--- config.mk ---
export PLATFORM = sky130hd
export DESIGN_NAME = cgra_context_loader
export DESIGN_NICKNAME = d
export VERILOG_FILES = /design/src/rtl/cgra_context_loader.sv
export SDC_FILE = /design/constraint.sdc
export NUM_CORES = 1
export LEC_CHECK = 0
export CORE_UTILIZATION = 48
export CTS_CLUSTER_DIAMETER = 50
export CTS_CLUSTER_SIZE = 16
export DETAILED_ROUTE_END_ITERATION = 6
export HOLD_SLACK_MARGIN = 0.03
export PLACE_DENSITY = 0.81
export SLEW_MARGIN = 20
export SYNTH_ARGS = -nofsm -noshare
export SYNTH_HDL_FRONTEND = slang
export SYNTH_SLANG_ARGS = --single-unit
--- constraint.sdc ---
create_clock -name CLK -period 8.25 [get_ports CLK]
set_clock_uncertainty 0.15 [all_clocks]
set_input_delay 0.825 -clock CLK [delete_from_list [all_inputs] [get_ports CLK]]
set_output_delay 0.825 -clock CLK [all_outputs]
set_load 0.02 [all_outputs]
--- src/rtl/cgra_context_loader.sv ---
// cgra_context_loader: steers handshaken context words into per-PE cache slots, then runs the array until halt
// Optional parity check on incoming words when CFG_PARITY_EN is defined.
module cgra_context_loader #(
  parameter int width  = 120,
  parameter int NUM_PE = 16,
  parameter int PE_W   = 4,
  parameter int DEPTH  = 16,
  parameter int ADDR_W = 4
) (
  input  logic              CLK,
  input  logic              RST,
  input  logic              load_req,
  input  logic              halt,
  input  logic              cfg_valid,
  output logic              cfg_ready,
  input  logic [PE_W-1:0]   cfg_pe,
  input  logic [width:0]    cfg_word,
  input  logic              cfg_last,
`ifdef CFG_PARITY_EN
  input  logic              cfg_par,
  output logic              par_err,
`endif
  output logic [width:0]    data,
  output logic [NUM_PE-1:0] wr_en,
  output logic [ADDR_W-1:0] wr_addr,
  output logic              start,
  output logic              busy,
  output logic              ovf_err
);
  typedef enum logic [1:0] {IDLE, LOAD, ARM, RUN} state_t;
  state_t state, state_n;
  logic [ADDR_W:0] cnt [NUM_PE];
  logic [ADDR_W:0] cur;
  logic pe_ok, ovf, acc, par_ok;
`ifdef CFG_PARITY_EN
  assign par_ok = (^{cfg_pe, cfg_word}) == cfg_par;
`else
  assign par_ok = 1'b1;
`endif
  assign pe_ok = 32'(cfg_pe) < NUM_PE;
  assign cur   = pe_ok ? cnt[cfg_pe] : '0;
  // counters saturate at DEPTH, so a full PE keeps dropping words
  assign ovf   = !pe_ok || cur == (ADDR_W+1)'(DEPTH);
  assign acc   = cfg_valid && cfg_ready;
  always_comb begin
    state_n   = state;
    cfg_ready = state == LOAD;
    start     = state == RUN;
    busy      = state != IDLE;
    case (state)
      IDLE:    state_n = load_req ? LOAD : IDLE;
      LOAD:    state_n = (acc && cfg_last) ? ARM : LOAD;
      ARM:     state_n = RUN;
      default: state_n = halt ? IDLE : RUN;
    endcase
  end
  always_ff @(posedge CLK or posedge RST) begin
    if (RST) begin
      state   <= IDLE;
      data    <= '0;
      wr_en   <= '0;
      wr_addr <= '0;
      ovf_err <= 1'b0;
      cnt     <= '{default: '0};
`ifdef CFG_PARITY_EN
      par_err <= 1'b0;
`endif
    end else begin
      state <= state_n;
      wr_en <= '0;
      if (state == IDLE && load_req) begin
        cnt     <= '{default: '0};
        ovf_err <= 1'b0;
`ifdef CFG_PARITY_EN
        par_err <= 1'b0;
`endif
      end
      if (acc) begin
        data <= cfg_word;
        if (ovf) ovf_err <= 1'b1;
`ifdef CFG_PARITY_EN
        if (!par_ok) par_err <= 1'b1;
`endif
        if (!ovf && par_ok) begin
          wr_en       <= {{(NUM_PE-1){1'b0}}, 1'b1} << cfg_pe;
          wr_addr     <= cur[ADDR_W-1:0];
          cnt[cfg_pe] <= cur + 1'b1;
        end
      end
    end
  end
endmodule

# Word level (Yosys, flattened, before mapping)

Index checks and enable logic that the tools add are counted.

Output and inout port bits: 145
Bits in registers: 224
Word-level logic and storage cells: 56
Input port bits: 131

Eq/ne operators: 4
Muxes and demuxes: 18
Bitwise logic cells: 2
Add/subtract/negate cells: 1
$lt $le $gt $ge: 2
Shift-type cells: 1
Reductions and logical operators: 7

Operators with widths:

| kind                 | count |
|---|---|
| $mux 80              | 3 |
| $bwmux 80            | 1 |
| $mux 16              | 2 |
| $bmux 5 s4           | 1 |
| $demux 5 s4          | 1 |
| $shl 1x4->16 const A | 1 |
| $mux 5               | 3 |
| $pmux 2 s3           | 1 |
| $add 5x1->5 const B  | 1 |
| $eq 5x5->1 const B   | 1 |
| $ge 5x5->1 const B   | 1 |
| $lt 5x1->1 const B   | 1 |
| $not 4->5            | 1 |
| $eq 2x2->1 const B   | 2 |
| $logic_and 1x1->1    | 4 |
| $mux 1               | 4 |
| $mux 2               | 2 |
| $eq 2x1->1 const B   | 1 |
| $logic_not 2->1      | 1 |
| $reduce_and 2->1     | 1 |
| $reduce_bool 2->1    | 1 |
| $not 1->1            | 1 |

# Logic depth before layout (Yosys ltp)

Gate-level depths: netlist of the first run.

Depth in word-level cells: 8
Depth in mapped cells: 13
Gate-level depth less buffers: 9

# Worst setup path before layout of the first run

OpenSTA, ideal clock, no wires.

Path type: input -> register
From: input port cfg_pe[0]
To: register cnt[19] (netlist bit)
Library setup time: 141 ps
Data required time: 7959 ps
Buffers on the path: 5
Cell stages on the path: 12
Arrival: 3325 ps
Setup slack: 4635 ps
Cell sequence: buf_6 buf_12 buf_6 mux4_2 a22oi_1 nand2_1 clkbuf_1 ha_1 nand3_1 xor2_1 clkbuf_1 mux2i_1

Word-level cells in the longest chain between the ends: 8
Elaborated cells on any way between the ends: 14
Classes of those cells: 1 x add/sub; 2 x order compare; 1 x eq/ne; 8 x mux; 1 x bitwise; 1 x reduce/logical

Ends and longest elaborated chain:

| element                                      | line | RTL |
|---|---|---|
| start: declaration                           | 16   | `input logic [PE_W-1:0] cfg_pe,` |
| $not 4->5 (not written as such) *            | 41   | `assign cur = pe_ok ? cnt[cfg_pe] : '0;` |
| $bmux 5 s4 *                                 | 41   |  |
| $mux 5 (not written as such) * (2 in series) | 41   |  |
| via cur[0]                                   | 33   | `logic [ADDR_W:0] cur;` |
| $add 5x1->5                                  | 87   | `cnt[cfg_pe] <= cur + 1'b1;` |
| $bwmux 80                                    | 87   |  |
| $mux 80 *                                    | 84   | `if (!ovf && par_ok) begin` |
| $mux 80 *                                    | 78   | `if (acc) begin` |
| end signal: indexed assignment               | 87   |  |
| end: declaration                             | 32   | `logic [ADDR_W:0] cnt [NUM_PE];` |

Mark *: on every way through the listed nets, which the timed path passes. The rest lies on a longest branch. The select of a mux whose other input is x is not followed.
A chain may end at the register's enable or synchronous reset.

# Final worst setup path of the first run

From: input port cfg_pe[0]
To: register cnt[77] (netlist bit)

Word-level cells in the longest chain between the ends: 8
Elaborated cells on any way between the ends: 14
Classes of those cells: 1 x add/sub; 2 x order compare; 1 x eq/ne; 8 x mux; 1 x bitwise; 1 x reduce/logical

Ends and longest elaborated chain:

| element                                                                  | line |
|---|---|
| $not 4->5 (not written as such) *                                        | 41, 87 |
| $bmux 5 s4 (tied with other cells)                                       | 41 |
| $mux 5 (not written as such) / $logic_and 1x1->1 (equally long branches) | 41, 87 |
| $mux 5 (on tied branches)                                                | 41, 87 |
| $add 5x1->5 / $demux 5 s4 (equally long branches)                        | 87 |
| $bwmux 80                                                                | 87 |
| $mux 80 *                                                                | 84 |
| $mux 80 *                                                                | 78 |

Every way passes the cells marked *; elsewhere a longest branch is shown, timed or not. The select of a mux whose other input is x is not followed.

==> impl_results.md, run 1 <==
- Clock transition time at the flip-flop clock pins of the worst setup and hold paths: 0.06 ns
- Sum of routed wire length over all layers: 25.71 mm
- Worst reg2reg path startpoint: cnt[40]$_DFF_PP0_
- Count of nets after finishing: 1293
- Count of endpoints failing setup in the final report: 0
- Max Root-Sink Buffers: 3
- Top fanout value on the critical path: 24
- Minimum clock period after layout: 4.313 ns
- Met2 routed wirelength: 12.69 mm
- Synth-to-layout area growth: 39.34%
- PostCTS Resize Cnt: 0
- Final HPWL from detailed placement: 17.44 mm
- Mapped Area: 9548 um^2
- Reg-to-Reg End: cnt[77]$_DFF_PP0_
- Number of different library cells in the post-synthesis netlist: 34
- Final worst-path cycle share: 0.5227
- Cell occurring most often along the worst timing path: sky130_fd_sc_hd__buf_4
- Data required time at the worst endpoint: 8.47 ns
- Average instance area after synthesis: 10.62 um^2
- Setup repair after global routing missed its margin: false
- Iteration count of the initial detailed-routing pass: 5
- Peak ir drop on the vdd network: 0.2143 mV
- Origin of the worst setup path: cfg_pe[0]
- Number of clock sinks seen by CTS: 224
- Overflow after GRT: 0
- Result of the run: finished clean
- Cell chain of the critical path: clkdlybuf4s50_1 -> buf_4 -> mux4_2 -> a22oi_1 -> nand2_1 -> ha_1 -> xnor2_1 -> buf_4 -> mux2i_1
- Delay of the slowest critical-path stage: 0.78 ns
- # rows: 51
- Fin Setup TNS: 0 ns
- Largest net degree at the start of global routing: 103
- Via count of the first global-routing pass: 7314
- Port Buf Inserts: 275
- Worst setup margin: 3.937 ns
- Worst hold slack across all endpoints: 0.3236 ns
- Initial cell density of the core: 0.4906
- Post-synth EDFFs: 0
- Max-slew violation count: 0
- Htree depth: 1
- Metal-1 WL: 10.50 mm
- Count of routing violations after the opening detailed-route iteration: 538
- Post-placement worst setup slack: 3.430 ns
- Worst min path class: reg2reg
- Routed wire per std cell: 17.84 um
- Tightest Pin Transition: 1.053 ns
- Floorplan die width: 143.0 um
- Portion of the post-synthesis area used by sequential elements: 0.5871
- Leak: 6.021 nW
- Number of warnings reported in the yosys synthesis log: 0
- Placer congestion estimate: 0.8200
- Remaining DRCs: 0
- Number of max-cap violations: 0
- Worst reg2reg path depth: 7
- Uppermost signal routing layer after detailed routing: met4
- Async set or reset register ratio after synthesis: 1.000
- Total chip power: 4.491 mW
- Top achievable clock speed: 231.9 MHz
- Final number of hold-violating endpoints: 0
- Total GRT Usage: 0.2545
- Relative max-transition margin: 0.2980
- Source-to-sink clock delay at the later pin of the worst-skew pair: 0.51 ns
- Arrival @ worst endpoint: 4.53 ns
- Timing endpoint of the critical path: cnt[77]$_DFF_PP0_
- Via total after detailed routing: 7380
- Mapped Nets: 1032
- Final ANT Viol Nets: 0
- Wire length of the first global-routing pass: 40.17 mm
- Die outline area: 20460 um^2
- Master cell of the clock root buffer: sky130_fd_sc_hd__clkbuf_16
- Power per unit of standard cell area: 337.6 nW/um^2
- Crit start category: input port
- Top-Level Pins: 276
- Placeable Area: 19460 um^2
- Setup crit end kind: register
- TritonCTS clock tree: built
- Share of post-route cells with drive strength above 1: 0.08588
- Number of antenna violations at the first check in global routing: 0
- Dominant synthesized flop cell: sky130_fd_sc_hd__dfrtp_1
- Setup Crit Path Kind: in2reg
- Die Ht: 143.0 um
- Routed via count divided by cell count: 5.121
- Post-CTS setup-driven buffer insertion count: 0
- Post-cts hold buffer count: 0
- Gate count after technology mapping: 899
- Minimum setup slack among reg-to-reg paths: 4.77 ns
- Flip-flop and latch count after synthesis: 224
- TritonCTS Buffers: 25
- Met3 Wirelength: 1.815 mm
- Critical-path cell with the highest stage delay: sky130_fd_sc_hd__xnor2_1
- Number of diodes added for antenna fixing: 0
-- cell families (layout without fill, tap and decap cells) --
kind of cell             count (synthesis)  after routing  share of synthesized area
multiplexers                           100            100                     0.1318
adder cells (fa/ha/maj)                  2              2                   0.002620
flip-flops                             224            224                     0.5871
XOR/XNOR                                 3              3                   0.002752
buffers and inverters                   58            335                    0.02988
AO/OA/AOI/OAI                           21             21                    0.01612
AND/OR/NAND/NOR                        491            491                     0.2297
-- per-layer routing --
| layer | GRT usage | vias to the layer above |
|---|---|---|
| met5 | 0 | - |
| li1 | - | 3432 |
| met2 | 0.4208 | 280 |
| met1 | 0.3326 | 3625 |
| met4 | 0.08546 | 0 |
| met3 | 0.05500 | 43 |
-- synthesized netlist by cell type (4+ instances only) --
cell type	instances	area share
sky130_fd_sc_hd__nand2_1	450	0.18
sky130_fd_sc_hd__dfrtp_1	224	0.59
sky130_fd_sc_hd__mux2i_1	80	0.084
sky130_fd_sc_hd__clkbuf_1	32	0.013
sky130_fd_sc_hd__mux4_2	18	0.042
sky130_fd_sc_hd__nor4_4	16	0.036
sky130_fd_sc_hd__a22oi_1	8	0.0063
sky130_fd_sc_hd__buf_1	7	0.0028
sky130_fd_sc_hd__buf_2	7	0.0037
sky130_fd_sc_hd__inv_1	6	0.0024
sky130_fd_sc_hd__nor2_1	5	0.0020
sky130_fd_sc_hd__o21ai_1	4	0.0021
-- layout by cell type (no fill, tap or decap), drive strengths merged, types with 2 or more instances in the layout --
cell type,n
o21ai,4
a21oi,2
nand2,452
ha,2
mux2i,80
clkbuf,25
and2,2
dfrtp,224
clkdlybuf4s50,275
nand3,2
a22o,3
bufinv,2
mux4,20
nor4,18
clkinv,6
inv,15
nor2b,3
xor2,2
a22oi,10
nor2,5
or2b,3
nand2b,2
or2,3
buf,11
a31oi,2
-- how the worst min path moves through the flow --
stage                     slack, ns                  from                    to  depth (start not counted)
after floorplan                0.34     cnt[34]$_DFF_PP0_     cnt[34]$_DFF_PP0_                          2
final                          0.32  data[86]$_DFFE_PP0N_  data[86]$_DFFE_PP0N_                          2
after global routing           0.34  data[92]$_DFFE_PP0N_  data[92]$_DFFE_PP0N_                          2
after global placement         0.31  data[44]$_DFFE_PP0N_  data[44]$_DFFE_PP0N_                          2
after CTS                      0.33  data[83]$_DFFE_PP0N_  data[83]$_DFFE_PP0N_                          2
after detailed placement       0.31  data[95]$_DFFE_PP0N_  data[95]$_DFFE_PP0N_                          2
-- flip-flops by register name, indices dropped and copies added, names as in the netlist --
name     cells
data       121
cnt         80
wr_en       16
wr_addr      4
state        2
ovf_err      1
-- power by group --
part           switching (mW)  internal (mW)  total [mW]
Combinational           0.992          0.744        1.74
Clock                   0.484          0.635        1.12
Sequential              0.198           1.44        1.64
-- cell type report --
class / count / area [um^2]
fillers: 1469 / 6158
multi-input cells: 617 / 3677
repair buffers: 286 / 2835
flip-flops and latches: 224 / 5605
inverters: 6 / 30.03
well taps: 265 / 331.6
clock inverters: 18 / 198.9
clock buffers: 25 / 625.6
-- stage by stage --
step | std cells | util | cell area, um^2
after floorplan | 899 | - | 9548
after global placement | 1398 | 0.6412 | 12480
after detailed placement | 1398 | 0.6412 | 12480
after CTS | 1441 | 0.6836 | 13300
after global routing | 1441 | 0.6836 | 13300
final | 1441 | 0.6836 | 13300
-- critical path, delay by kind of cell --
family / cells / cell delay (ns)
XOR/XNOR: 1 / 0.78
buffers and inverters: 3 / 1.13
AO/OA/AOI/OAI: 1 / 0.18
multiplexers: 2 / 0.67
AND/OR/NAND/NOR: 1 / 0.47
adder cells (fa/ha/maj): 1 / 0.45
Note: power is estimated with default switching activity, not from simulation.
==> run 2, diff against run 1 <==
==> constraint.sdc (replaced) <==
create_clock -name CLK -period 4.53 [get_ports CLK]
set_clock_uncertainty 0.15 [all_clocks]
set_input_delay 0.453 -clock CLK [delete_from_list [all_inputs] [get_ports CLK]]
set_output_delay 0.453 -clock CLK [all_outputs]
set_load 0.02 [all_outputs]
==> run 2 against run 1 <==
Net effect: sequential share of layout area about the same; critical path depth unchanged; register-to-register slack got worse by 3.0 ns; first-iteration DRC count decreased by 19%; final area decreased by 0.11%; non-clock buffer count increased by 8; hold slack got worse by 0.063 ns; largest cell class unchanged; largest power group unchanged.
==> impl_results.md, run 2 (synthesized netlist as in run 1, its figures left out) <==
- Result of the run: finished clean
- Via count of the first global-routing pass: 7402 (+1.2%)
- Crit start category: input port
- Clock network power share: 0.228 (-0.021)
- Worst hold slack across all endpoints: 0.2606 ns (-0.06304 ns)
- Most common library cell in the layout ignoring fill and taps: sky130_fd_sc_hd__nand2_1
- Fillcell total: 1428 (-2.8%)
- Power per unit of standard cell area: 601.2 nW/um^2 (+78%)
- Number of antenna violations at the first check in global routing: 0 (unchanged)
- Tightest Pin Transition: 1.070 ns (+0.01754 ns)
- Worst reg2reg path startpoint: cnt[41]$_DFF_PP0_
- Number of diodes added for antenna fixing: 0 (unchanged)
- Source-to-sink clock delay at the later pin of the worst-skew pair: 0.52 ns (about the same)
- TritonCTS Buffers: 23 (-8.0%)
- Routed via count divided by cell count: 5.102 (-0.39%)
- Placer congestion estimate: 0.8357 (+1.9%)
- Post-cts hold buffer count: 0 (unchanged)
- Post-CTS setup-driven buffer insertion count: 0 (unchanged)
- Floorplan die width: 143.0 um (unchanged)
- Top fanout value on the critical path: 18 (-25%)
- Final number of hold-violating endpoints: 0 (unchanged)
- Top library cells by usage in the layout, fill and taps aside: sky130_fd_sc_hd__nand2_1 (449), sky130_fd_sc_hd__clkdlybuf4s50_1 (275), sky130_fd_sc_hd__dfrtp_1 (224)
- Die Ht: 143.0 um (unchanged)
- Port Buf Inserts: 275 (unchanged)
- Sum of routed wire length over all layers: 25.43 mm (-1.1%)
- Iteration count of the initial detailed-routing pass: 4 (-1)
- Delay of the slowest critical-path stage: 1.03 ns (+0.25 ns)
- Wire length of the first global-routing pass: 39.51 mm (-1.6%)
- Htree depth: 1 (unchanged)
- Global-route met3 utilization: 0.06808 (+0.01308)
- Relative contribution of combinational cells to total power: 0.399 (+0.013)
- Setup crit end kind: register
- Reg-to-Reg End: cnt[21]$_DFF_PP0_
- Top achievable clock speed: 298.1 MHz
- TritonCTS clock tree: built
- Global Route met2 Usage: 0.4031 (-0.01772)
- Critical-path cell with the highest stage delay: sky130_fd_sc_hd__clkdlybuf4s50_1
- Max-slew violation count: 0 (unchanged)
- Die outline area: 20460 um^2 (unchanged)
- Share of post-route cells with drive strength above 1: 0.08721 (+0.001330)
- PostCTS Resize Cnt: 0 (unchanged)
- Synth-to-layout area growth: 39.18%
- Relative max-transition margin: 0.2864 (-0.01169)
- Placeable Area: 19460 um^2 (unchanged)
- Setup repair after global routing missed its margin: false
- Initial cell density of the core: 0.4906 (unchanged)
- Leak: 6.010 nW (-0.18%)
- Total GRT Usage: 0.2501 (-0.004411)
- Number of max-cap violations: 0 (unchanged)
- Setup Crit Path Kind: in2reg
- Minimum setup slack among reg-to-reg paths: 1.73 ns (-3.04 ns)
- Largest net degree at the start of global routing: 101 (-1.9%)
- Most Crowded Layer GR: met2
- Largest Register: data
- Final HPWL from detailed placement: 17.36 mm (-0.46%)
- Worst reg2reg path depth: 10 (+3)
- Post-route insts no fill: 1446 (+0.35%)
- Cell occurring most often along the worst timing path: sky130_fd_sc_hd__buf_4
- Max FFs per register: 121 (unchanged)
- GR Util met1: 0.3224 (-0.01023)
- Top-Level Pins: 276 (unchanged)
- Max Root-Sink Buffers: 3 (unchanged)
- Data required time at the worst endpoint: 4.75 ns (-3.72 ns)
- Worst min path class: in2async
- Count of nets after finishing: 1299 (+0.46%)
- Cell internal pwr: 4.976 mW (+77%)
- Arrival @ worst endpoint: 3.57 ns (-0.96 ns)
- Final ANT Viol Nets: 0 (unchanged)
- Number of clock sinks seen by CTS: 224 (unchanged)
- Clock transition time at the flip-flop clock pins of the worst setup and hold paths: 0.07 ns (about the same)
- Routed wire per std cell: 17.59 um (-1.4%)
- Count of routing violations after the opening detailed-route iteration: 434 (-19%)
- Peak ir drop on the vdd network: 0.4339 mV (+100%)
- Final worst-path cycle share: 0.7404
- Count of endpoints failing setup in the final report: 0 (unchanged)
- Fin Setup TNS: 0 ns (unchanged)
- Registers with the most flip-flops: data (121), cnt (80), wr_en (16)
- Cell chain of the critical path: clkdlybuf4s50_1 -> buf_4 -> mux4_2 -> a22oi_1 -> nand2_2 -> nand3_1 -> xor2_1 -> buf_4 -> mux2i_1
- Sw Pwr: 3.013 mW (+80%)
- Origin of the worst setup path: cfg_pe[1]
- Placed cells: 1406 (+0.57%)
- # rows: 51 (unchanged)
- Minimum clock period after layout: 3.354 ns
- Master cell of the clock root buffer: sky130_fd_sc_hd__clkbuf_16
- Remaining DRCs: 0 (unchanged)
- Share of power burned in registers: 0.372 (+0.008)
- Switching part of the total power: 0.3772 (+0.004372)
- Via total after detailed routing: 7377 (-0.041%)
- Overflow after GRT: 0 (unchanged)
-- run 2: power groups by stage --
stage / registers (mW) / logic (mW) / clock network [mW]
after floorplan: 3.59 / 1.02 / 0
after global placement: 2.97 / 3.14 / 0
after detailed placement: 2.99 / 3.21 / 0
after CTS: 2.97 / 3.22 / 1.85
after global routing: 3.04 / 3.44 / 1.94
final: 2.97 / 3.19 / 1.82
-- run 2: worst max path at each step --
stage | slack (ns) | endpoint
final | 1.18 | cnt[48]$_DFF_PP0_
after global routing | 1.00 | cnt[26]$_DFF_PP0_
after CTS | 1.23 | cnt[78]$_DFF_PP0_
after detailed placement | 0.71 | cnt[78]$_DFF_PP0_
after global placement | 0.77 | cnt[61]$_DFF_PP0_
after floorplan | 1.00 | cnt[0]$_DFF_PP0_
-- run 2: area by class of cell --
| type | instances | area [um^2] | share of cell area |
|---|---|---|---|
| flip-flops and latches | 224 | 5605 | 0.4218 |
| multi-input cells | 617 | 3670 | 0.2762 |
| repair buffers | 294 | 2933 | 0.2207 |
| clock buffers | 26 | 596.8 | 0.04491 |
| well taps | 265 | 331.6 | 0.02495 |
| clock inverters | 14 | 126.4 | 0.009509 |
| inverters | 6 | 26.28 | 0.001977 |
-- run 2: critical path: cells and delay by family --
kind,cells,cell delay (ns)
AND/OR/NAND/NOR,2,0.30
XOR/XNOR,1,0.45
AO/OA/AOI/OAI,1,0.31
buffers and inverters,3,1.63
multiplexers,2,0.42
-- run 2: layer usage --
metal  share of wire  up-vias
li1                -     3449
met1            0.40     3584
met2            0.48      287
met3           0.085       57
met4           0.034        0
met5               0        -
-- run 2: per-stage QoR --
stage / setup WS (ns) / utilization / instance area [um^2] / power [mW]
finish: 1.176 / 0.6828 / 13290 / 7.989
global route: 1.000 / 0.6828 / 13290 / 8.416
CTS: 1.228 / 0.6828 / 13290 / 8.045
detailed placement: 0.7135 / 0.6456 / 12570 / 6.196
global placement: 0.7691 / 0.6456 / 12570 / 6.110
floorplan: 1.003 / - / 9552 / 4.613
